**src/rtl/bcd_to_bin_seq.sv**
```systemverilog
// Packed-BCD to unsigned binary converter, one multiply-by-10-and-add step per clock, MSD first.
// Latency: done pulses in the cycle after edge E0+DIGITS, where E0 is the accepting edge.
// Backpressure: start is taken only in IDLE; starts during CONV or FIN are dropped, not queued.
module bcd_to_bin_seq #(
    parameter int DIGITS = 3,
    parameter int OUT_W  = 10
) (
    input  logic                  clk,
    input  logic                  rst_n,
    input  logic                  start,
    input  logic [4*DIGITS-1:0]   bcd_in,
    output logic                  busy,
    output logic                  done,
    output logic                  err,
    output logic [OUT_W-1:0]      bin_out
);

    localparam int BCD_W = 4 * DIGITS;
    localparam int CNT_W = $clog2(DIGITS + 1);

    typedef enum logic [1:0] {
        IDLE = 2'd0,
        CONV = 2'd1,
        FIN  = 2'd2
    } state_t;

    state_t             state, state_nxt;
    logic [BCD_W-1:0]   sreg, sreg_nxt;
    logic [OUT_W-1:0]   acc, acc_nxt, acc_step;
    logic [OUT_W-1:0]   bin_nxt;
    logic [CNT_W-1:0]   cnt, cnt_nxt;
    logic               err_flag, err_flag_nxt;
    logic               err_nxt;
    logic [3:0]         dig;
    logic               dig_bad;

    assign dig      = sreg[BCD_W-1 -: 4];
    assign dig_bad  = (dig > 4'd9);
    // acc*10 + d as two shifts; truncation only matters on invalid-digit paths
    assign acc_step = (acc << 3) + (acc << 1) + OUT_W'(dig);

    assign busy = (state == CONV);
    assign done = (state == FIN);

    always_comb begin
        state_nxt    = state;
        sreg_nxt     = sreg;
        acc_nxt      = acc;
        cnt_nxt      = cnt;
        err_flag_nxt = err_flag;
        err_nxt      = err;
        bin_nxt      = bin_out;
        case (state)
            IDLE: begin
                if (start) begin
                    state_nxt    = CONV;
                    sreg_nxt     = bcd_in;
                    acc_nxt      = '0;
                    cnt_nxt      = CNT_W'(DIGITS);
                    err_flag_nxt = 1'b0;
                    err_nxt      = 1'b0;
                end
            end
            CONV: begin
                acc_nxt      = acc_step;
                sreg_nxt     = sreg << 4;
                err_flag_nxt = err_flag | dig_bad;
                cnt_nxt      = cnt - CNT_W'(1);
                if (cnt == CNT_W'(1)) begin
                    // Last digit: publish result, including this digit's validity
                    state_nxt = FIN;
                    err_nxt   = err_flag | dig_bad;
                    bin_nxt   = (err_flag | dig_bad) ? '0 : acc_step;
                end
            end
            FIN: begin
                state_nxt = IDLE;
            end
            default: begin
                state_nxt = IDLE;
            end
        endcase
    end

    always_ff @(posedge clk or negedge rst_n) begin
        if (!rst_n) begin
            state    <= IDLE;
            sreg     <= '0;
            acc      <= '0;
            cnt      <= '0;
            err_flag <= 1'b0;
            err      <= 1'b0;
            bin_out  <= '0;
        end else begin
            state    <= state_nxt;
            sreg     <= sreg_nxt;
            acc      <= acc_nxt;
            cnt      <= cnt_nxt;
            err_flag <= err_flag_nxt;
            err      <= err_nxt;
            bin_out  <= bin_nxt;
        end
    end

endmodule

```
**config.mk**
```make
export PLATFORM = sky130hd
export DESIGN_NAME = bcd_to_bin_seq
export DESIGN_NICKNAME = d
export VERILOG_FILES = /design/src/rtl/bcd_to_bin_seq.sv
export SDC_FILE = /design/constraint.sdc
export NUM_CORES = 1
export LEC_CHECK = 0
export ABC_AREA = 1
export CAP_MARGIN = 20
export CORE_UTILIZATION = 49
export CTS_BUF_LIST = sky130_fd_sc_hd__clkbuf_4 sky130_fd_sc_hd__clkbuf_8 sky130_fd_sc_hd__clkbuf_16
export DETAILED_ROUTE_END_ITERATION = 8
export PLACE_DENSITY_LB_ADDON = 0.25
export SLEW_MARGIN = 20
export SYNTH_ARGS = -nofsm -noshare
export SYNTH_HDL_FRONTEND = slang
export SYNTH_SLANG_ARGS = --single-unit
```
**constraint.sdc**
```tcl
create_clock -name clk -period 2.2 [get_ports clk]
set_clock_uncertainty 0.2 [all_clocks]
set_input_delay 0.66 -clock clk [delete_from_list [all_inputs] [get_ports clk]]
set_output_delay 0.66 -clock clk [all_outputs]
set_load 0.01 [all_outputs]
```
==> flow_results.org, run 1 <==
** Run status
- The flow ran to the end, and the final reports show no timing, DRC or antenna violations.

** Placed design
- Detail Placement HPWL :: 2.95 mm
- Setup WS pre-CTS :: -0.0104 ns
- In this run the tool buffered the top-level ports with 27 buffer cells.
- Final weighted congestion in routability-driven placement :: 0.837
- Including well taps, the total number of placed cells is 314.

** Logic synthesis
- The synthesized design spends more area on one cell type than any other, namely dfrtp_1.
- By count the netlist is led by nand2_1 (77), dfrtp_1 (37), inv_1 (21).
- Of the post-synthesis cell area, the dominant cell type holds 0.443.
- Number of instances in the synthesized netlist :: 239
- Of the synthesized area, sequential elements account for 0.443.
- After synthesis the cells add up to 0.00209 mm².
- Dominant synthesized flop cell :: dfrtp_1
- Adder-cell share of the synthesized area :: 0.109
- Avg Synthesized Cell Area :: 8.74 µm²
- The most common cell in the synthesized netlist is nand2_1.
- Of all flip-flops after synthesis, the portion carrying an async set or reset was 1.00.
- Number of enable-type register cells in the synthesized netlist :: 0
- Of the post-synthesis cell area, the part taken by muxes is 0.00479.
- The post-synthesis compound-gate area fraction was 0.0959.
- Count of distinct cell types in the synthesized netlist :: 26
- Synth Register Bits :: 37
- Leading cell types by total area after synthesis :: dfrtp_1 (44%), nand2_1 (14%), ha_1 (9.0%), inv_1 (3.8%), o21ai_0 (3.1%)
- Dominant combinational cell family by area after synthesis :: simple AND/OR/NAND/NOR gates
- Ys Warns :: 0
- Of the total synthesized cell area, the portion taken by AND, OR, NAND and NOR gates is 0.252.
- Syn nets :: 271
- Of the total synthesized cell area, the portion taken by XOR and XNOR cells is 0.00839.

** Global routing
- M1 GR Usage :: 0.290
- In the global route stage, met2 resource usage came out at 0.330.
- Top Usage Layer GRT :: met2
- For this run, global-route usage on met3 was measured as 0.0574.
- The total overflow left after global routing is 0.
- Entering global routing, the biggest net connects 38 pins.
- Number of antenna violations at the first check in global routing :: 0
- In the global route stage, overall resource usage came out at 0.218.
- First-pass GRT wire length :: 7.18 mm
- Via count of the first global-routing pass :: 1,582

** STA
- Setup repair after global routing missed its margin :: true
- Total negative slack for setup checks :: 0 ns
- In this run the tightest slew margin relative to its limit is 0.730.
- Based on the critical path, the design can be clocked at up to 0.463 GHz.
- Setup violations remaining at the end of the flow were counted as 0.
- Slew @ Worst Pin :: 0.401 ns
- Hold Worst Slack :: 0.275 ns
- Final Cycle Share :: 0.982
- Number of failing hold endpoints at the final stage :: 0
- Time the final worst path needs with I/O delays and setup :: 2.16 ns
- Across all setup checks in the final design, the least slack found is 0.0388 ns.
- The number of slew-limit violations in the final report is 0.

** Drt
- The first TritonRoute pass finished after 4 iterations.
- Summing over every cut layer, the via total after detailed routing is 1,664.
- Total detailed-routing wirelength :: 4.22 mm
- Vias per std cell :: 5.15
- For this run, design rule violations remaining after detail routing come to 0.
- For this block, the initial DRC count from the detailed router was 154.
- Dividing the detail-routed wire length by the instance count gives 13.1 µm.
- The detail route stage leaves a number of antenna-violating nets equal to 0.

** Critical path
- WS Path Type :: flop to flop
- Depth of the worst register-to-register path :: 9
- Capturing element type of the critical path :: flop
- Arrival time reported for the critical path endpoint :: 2.15 ns
- STA puts the critical path data required time at 2.18 ns.
- Crit-path max FO :: 4
- STA classifies the critical path startpoint as a flop.

** Cells and area
- Post-layout util :: 0.624
- Final net count :: 306
- Fill cells in the final layout number 358.
- Share of cells above drive strength 1 :: 0.183
- 0 antenna diodes ended up in the layout.
- Area Overhead vs Synth :: 21.2%
- After the flow finishes, the layout carries non-filler instances totaling 323.

** Worst hold path
- Tightest Hold Check Type :: flop to flop
- Along the worst hold path, the cell count comes to 2.

** Power
- Power per cell area :: 1700 mW/mm²
- Across the VDD grid, the largest voltage drop is 0.669 mV.
- LEAKAGE :: 0.00130 µW

** Clocking
- TritonCTS clock tree :: done
- CTS sink count :: 37
- Clock network latency to the later pin of the worst-skew pair :: 0.29 ns
- Number of buffers between clock root and the deepest sink :: 2
- Number of buffers created by CTS :: 5
- Cell at the root of the clock tree :: clkbuf_8
- Number of hold buffers added after cts :: 0
- The H-tree was split into 2 levels.
- Clock-pin slew was measured on the worst setup and hold paths at 0.07 ns.

** Floorplan
- Initial Util :: 0.515
- Number of rows created at floorplan :: 23
- Placeable core region :: 0.00406 mm²
- During I/O placement, the number of pins put on the boundary was 28.
- Chip Height :: 67.3 µm
- The floorplan step set the die width to 67.3 µm.
- Floorplan die area :: 0.00453 mm²

** Run
- Across the run, the number of max-cap violations was 0.
path summary, 6_finish.rpt:
kind	from	endpoint	slack [ns]
max	acc[0]	bin_out[7]	0.04
min	sreg[1]	sreg[1]	0.28
max reg2reg	acc[0]	bin_out[7]	0.04
min reg2reg	sreg[1]	sreg[1]	0.28
min in group asynchronous	rst_n	acc[8]	0.54
max in group asynchronous	rst_n	sreg[9]	1.07
cells in the final DEF, fill, tap and decap left out:
master and count:
nand2_1 76, or2_4 1, nand3_1 6, nand4_1 1, nand3_2 8, inv_1 16
clkdlybuf4s50_1 25, o21ai_0 13, o22ai_2 1, a21oi_1 5, nand2_4 2, fa_2 1
nand3b_1 3, nor2_2 2, dfrtp_1 37, nor2_1 13, fa_1 1, o21ai_2 6
clkbuf_8 5, ha_1 14, buf_12 2, buf_4 6, inv_4 1, inv_2 8
dlygate4sd2_1 1, o21ai_1 8, nor2_4 2, or2_2 1, xnor2_1 2, clkinv_2 1
ha_2 1, mux2i_1 1, nand2_2 1, dlymetal6s2s_1 1, a21oi_2 1
metrics by stage:
stage / area, µm² / total power (µW)
final: 2530 / 4300
after global routing: 2530 / 4730
after CTS: 2480 / 4190
after detailed placement: 2400 / 3730
after global placement: 2400 / 3660
after floorplan: 2090 / 3140
critical path: stages (launching register included):
cell and delay [ns]:
dfrtp_1 0.36, inv_2 0.06, fa_1 0.41, inv_1 0.06, ha_1 0.25, or2_2 0.35, nand3b_1 0.11, nand3b_1 0.12
nand3_2 0.10, nand2_1 0.05
what timing repair did:
item / in CTS / in global routing
endpoints found under the setup margin: 4 / 13
pin swaps: 2 / 13
buffers inserted: 1 / 2
gates cloned: 0 / 0
gates resized for setup: 2 / 15
final cells by class:
| class | count | area, µm² | share of cell area |
|---|---|---|---|
| Clock inverter | 1 | 5.00 | 0.00198 |
| Timing Repair Buffer | 35 | 357 | 0.141 |
| Clock buffer | 5 | 68.8 | 0.0272 |
| Inverter | 25 | 96.3 | 0.0381 |
| Tap cell | 50 | 62.6 | 0.0247 |
| Sequential cell | 37 | 926 | 0.366 |
| Multi-Input combinational cell | 170 | 1020 | 0.401 |
per-layer routing:
layer  vias up  wire, µm
met1       775      2060
met5         -         0
met4         0       114
met2        44      1870
li1        836         -
met3         9       172
power breakdown:
part           leakage (µW)  internal (µW)  switching [µW]
sequential         0.000465           1010             191
combinational      0.000796           1100            1560
clock             0.0000399            208             231
total               0.00130           2320            1980
state kept, by name (all words and copies together), names as in the netlist:
register and flops:
cnt 2, err_flag 1, err 1, acc 9, sreg 12, state 2
bin_out 10
cell families after synthesis:
| group | Yosys count |
|---|---|
| AO/OA/AOI/OAI | 34 |
| XOR/XNOR | 2 |
| adder cells (fa/ha/maj) | 17 |
| buffers and inverters | 32 |
| flip-flops | 37 |
| multiplexers | 1 |
| AND/OR/NAND/NOR | 116 |
Note: power is estimated with default switching activity, not from simulation.
==> inputs of run 2 (changes only) <==
- CORE_UTILIZATION: 49 -> 51
- CTS_BUF_LIST: sky130_fd_sc_hd__clkbuf_4 sky130_fd_sc_hd__clkbuf_8 sky130_fd_sc_hd__clkbuf_16 -> sky130_fd_sc_hd__clkbuf_2
==> run 2 against run 1 <==
  * The run now ends with negative setup slack left
  * First-iteration DRC count fell by 8.4%
  * Combinational power rose by 9.4%
  * Total power rose by 5.1%
  * Register-to-register slack got worse by 0.10 ns
  * Critical path depth rose by 1
  * Die area fell by 3.8%
  * Critical path type unchanged
  * Critical endpoint is now acc[7]
  * Largest power group unchanged
==> flow_results.org, run 2 (synthesized netlist as in run 1, its figures left out) <==
** Critical path
- WS Path Type :: flop to flop (unchanged)
- Data required time of the critical path :: 2.27 ns (was 2.18 ns)
- Capturing element type of the critical path :: flop (unchanged)
- Crit start category :: flop (unchanged)
- Crit-path max FO :: 3 (was 4)
- Arrival time reported for the critical path endpoint :: 2.34 ns (was 2.15 ns)

** Floorplan
- Initial Util :: 0.550 (was 0.515)
- Floorplan die area :: 0.00435 mm² (was 0.00453 mm²)
- The die span in x is 66.0 µm (was 67.3 µm).
- Placeable core region :: 0.00380 mm² (was 0.00406 mm²)
- Number of rows created at floorplan :: 22 (was 23)
- Chip Height :: 66.0 µm (was 67.3 µm)
- The number of placed I/O pins was 28 (unchanged).

** Global routing
- The total global routing overflow came to 0 (unchanged).
- The global-route total usage across every layer came to 0.218 (about the same).
- The global-route wire length before repair was 7.13 mm (was 7.18 mm).
- The initial antenna violation count was 0 (unchanged).
- The number of global-route vias before repair is 1,617 (was 1,582).
- Pin count of the biggest net entering global routing :: 38 (unchanged)

** STA
- The number of slew-limit violations in the final report was 0 (unchanged).
- Count of endpoints failing setup in the final report :: 3 (was 0)
- The clock period minus final worst setup slack is 2.26 ns (was 2.16 ns).
- Setup repair after global routing missed its margin: true (unchanged).
- The headroom to the max-slew limit is 0.810 (was 0.730).
- Final Cycle Share :: 1.03 (was 0.982)
- Number of failing hold endpoints at the final stage :: 0 (unchanged)
- Fmax :: 0.442 GHz (was 0.463 GHz)
- Final worst slack :: -0.0617 ns (was 0.0388 ns)
- The slew at the pin with the worst max-slew slack was 0.282 ns (was 0.401 ns).
- The final worst hold slack came to 0.295 ns (was 0.275 ns).

** Clocking
- Clock network latency to the later pin of the worst-skew pair :: 0.37 ns (was 0.29 ns)
- TritonCTS clock tree :: done (unchanged)
- Number of buffers between clock root and the deepest sink :: 2 (unchanged)
- Number of hold buffers added after cts :: 0 (unchanged)
- H-tree lvl count :: 2 (unchanged)
- The clock-pin transition on the worst setup and hold timing paths is 0.19 ns (was 0.07 ns).
- The number of sinks handled by clock tree synthesis came to 37 (unchanged).
- The clock root buffer master is clkbuf_2 (was clkbuf_8).
- The number of buffers created by CTS was 5 (unchanged).

** Power
- Sum of internal, switching and leakage power :: 4510 µW (was 4300 µW)
- The leakage power total came to 0.00139 µW (was 0.00130 µW).
- Largest voltage drop on the vdd net :: 0.683 mV (was 0.669 mV)
- Power per cell area :: 1740 mW/mm² (was 1700 mW/mm²)

** Cells and area
- Final net count :: 310 (was 306)
- Top flop regs: sreg: 12 flops, bin_out: 10 flops, acc: 9 flops (unchanged).
- Antenna Diode Count :: 0 (unchanged)
- The number of flip-flops under the largest register name was 12 (unchanged).
- Leading cell types in the layout, fill and taps excluded :: nand2_1 (72), dfrtp_1 (37), clkdlybuf4s50_1 (20), inv_1 (18), ha_1 (14) (was nand2_1 (76), dfrtp_1 (37), clkdlybuf4s50_1 (25), inv_1 (16), ha_1 (14))
- The most common cell after layout, fill and taps aside is nand2_1 (unchanged).
- Count of placed standard cells in the final layout, fillers left out :: 327 (was 323)
- Area Overhead vs Synth :: 24.0% (was 21.2%)
- Share of cells above drive strength 1 :: 0.219 (was 0.183)
- The register with the highest flop count is sreg (unchanged).

** Drt
- The via density per instance was 5.18 (was 5.15).
- The final wirelength is 4.30 mm (was 4.22 mm).
- Number of vias after detailed routing :: 1,695 (was 1,664)
- Number of search-and-repair iterations in the first detailed-routing pass :: 4 (unchanged)
- The violation count after the first detailed-route iteration was 141 (was 154).
- The average detailed-routed wire length per instance is 13.1 µm (about the same).
- The remaining antenna violation count after routing is 0 (unchanged).
- The number of DRC violations after detailed routing was 0 (unchanged).

** Placed design
- Placed cells :: 311 (was 314)
- Final weighted congestion in routability-driven placement :: 0.907 (was 0.837)
- The number of port buffers came to 27 (unchanged).
- The detailed placement HPWL came to 3.02 mm (was 2.95 mm).

** Run status
- Run status: finished with violations (was complete, no violations).
- The final reports fail on negative setup slack.

** Worst hold path
- The class of the tightest hold or removal check is flop to flop (unchanged).

** Run
- The max-capacitance violation count is 0 (unchanged).
==> run 2: path summary, 6_finish.rpt <==
| check | startpoint | end | slack [ns] | cells after the start |
|---|---|---|---|---|
| setup / recovery | acc[0] | acc[7] | -0.06 | 10 |
| hold / removal | sreg[1] | sreg[1] | 0.29 | 2 |
| setup reg to reg | acc[0] | acc[7] | -0.06 | 10 |
| hold reg to reg | sreg[1] | sreg[1] | 0.29 | 2 |
| max in group asynchronous | rst_n | acc[7] | 1.18 | 2 |
| min in group asynchronous | rst_n | cnt[0] | 0.43 | 2 |
==> run 2: routing by layer <==
layer	vias up	track usage	share of wire
met3	10	0.0517	0.054
met4	0	0.0904	0.027
met1	784	0.294	0.46
met2	57	0.335	0.46
met5	-	0	0
li1	844	-	-
==> run 2: timing repair <==
| action | 4_1_cts | 5_1_grt |
|---|---|---|
| setup endpoints to repair | 14 | 19 |
| pin swaps | 9 | 12 |
| setup buffers | 2 | 6 |
| resized for setup | 7 | 25 |
==> run 2: final cells by class <==
type                       count  area [µm²]
clock buffer                   6        30.0
multi-input combinational    170        1050
sequential                    37         926
tap                           48        60.1
fill                         307        1210
inverter                      25        96.3
timing repair buffer          39         395
clock inverter                 2        33.8
==> run 2: worst max-delay path: stages, from the launching register on <==
cell      delay, ns
dfrtp_1        0.41
inv_2          0.06
fa_1           0.59
inv_1          0.06
ha_1           0.20
nor2_1         0.16
nand2_2        0.09
nand3b_1       0.11
nand3b_1       0.13
nand3_1        0.10
nand2_1        0.06
==> run 2: where the power goes <==
group	switching (µW)	total (µW)	internal (µW)	leakage, µW
Clock	215	409	194	0.0000406
Combinational	1680	2910	1240	0.000888
Sequential	188	1190	1000	0.000465
==> run 2: stage by stage <==
stage	setup slack, ns	utilization	instance area [µm²]	setup TNS, ns
floorplan	0.134	-	2090	0
global placement	0.0311	0.629	2390	0
detailed placement	-0.0313	0.629	2390	-0.0829
CTS	0.000155	0.652	2470	0
global route	-0.141	0.681	2590	-0.715
finish	-0.0617	0.681	2590	-0.124
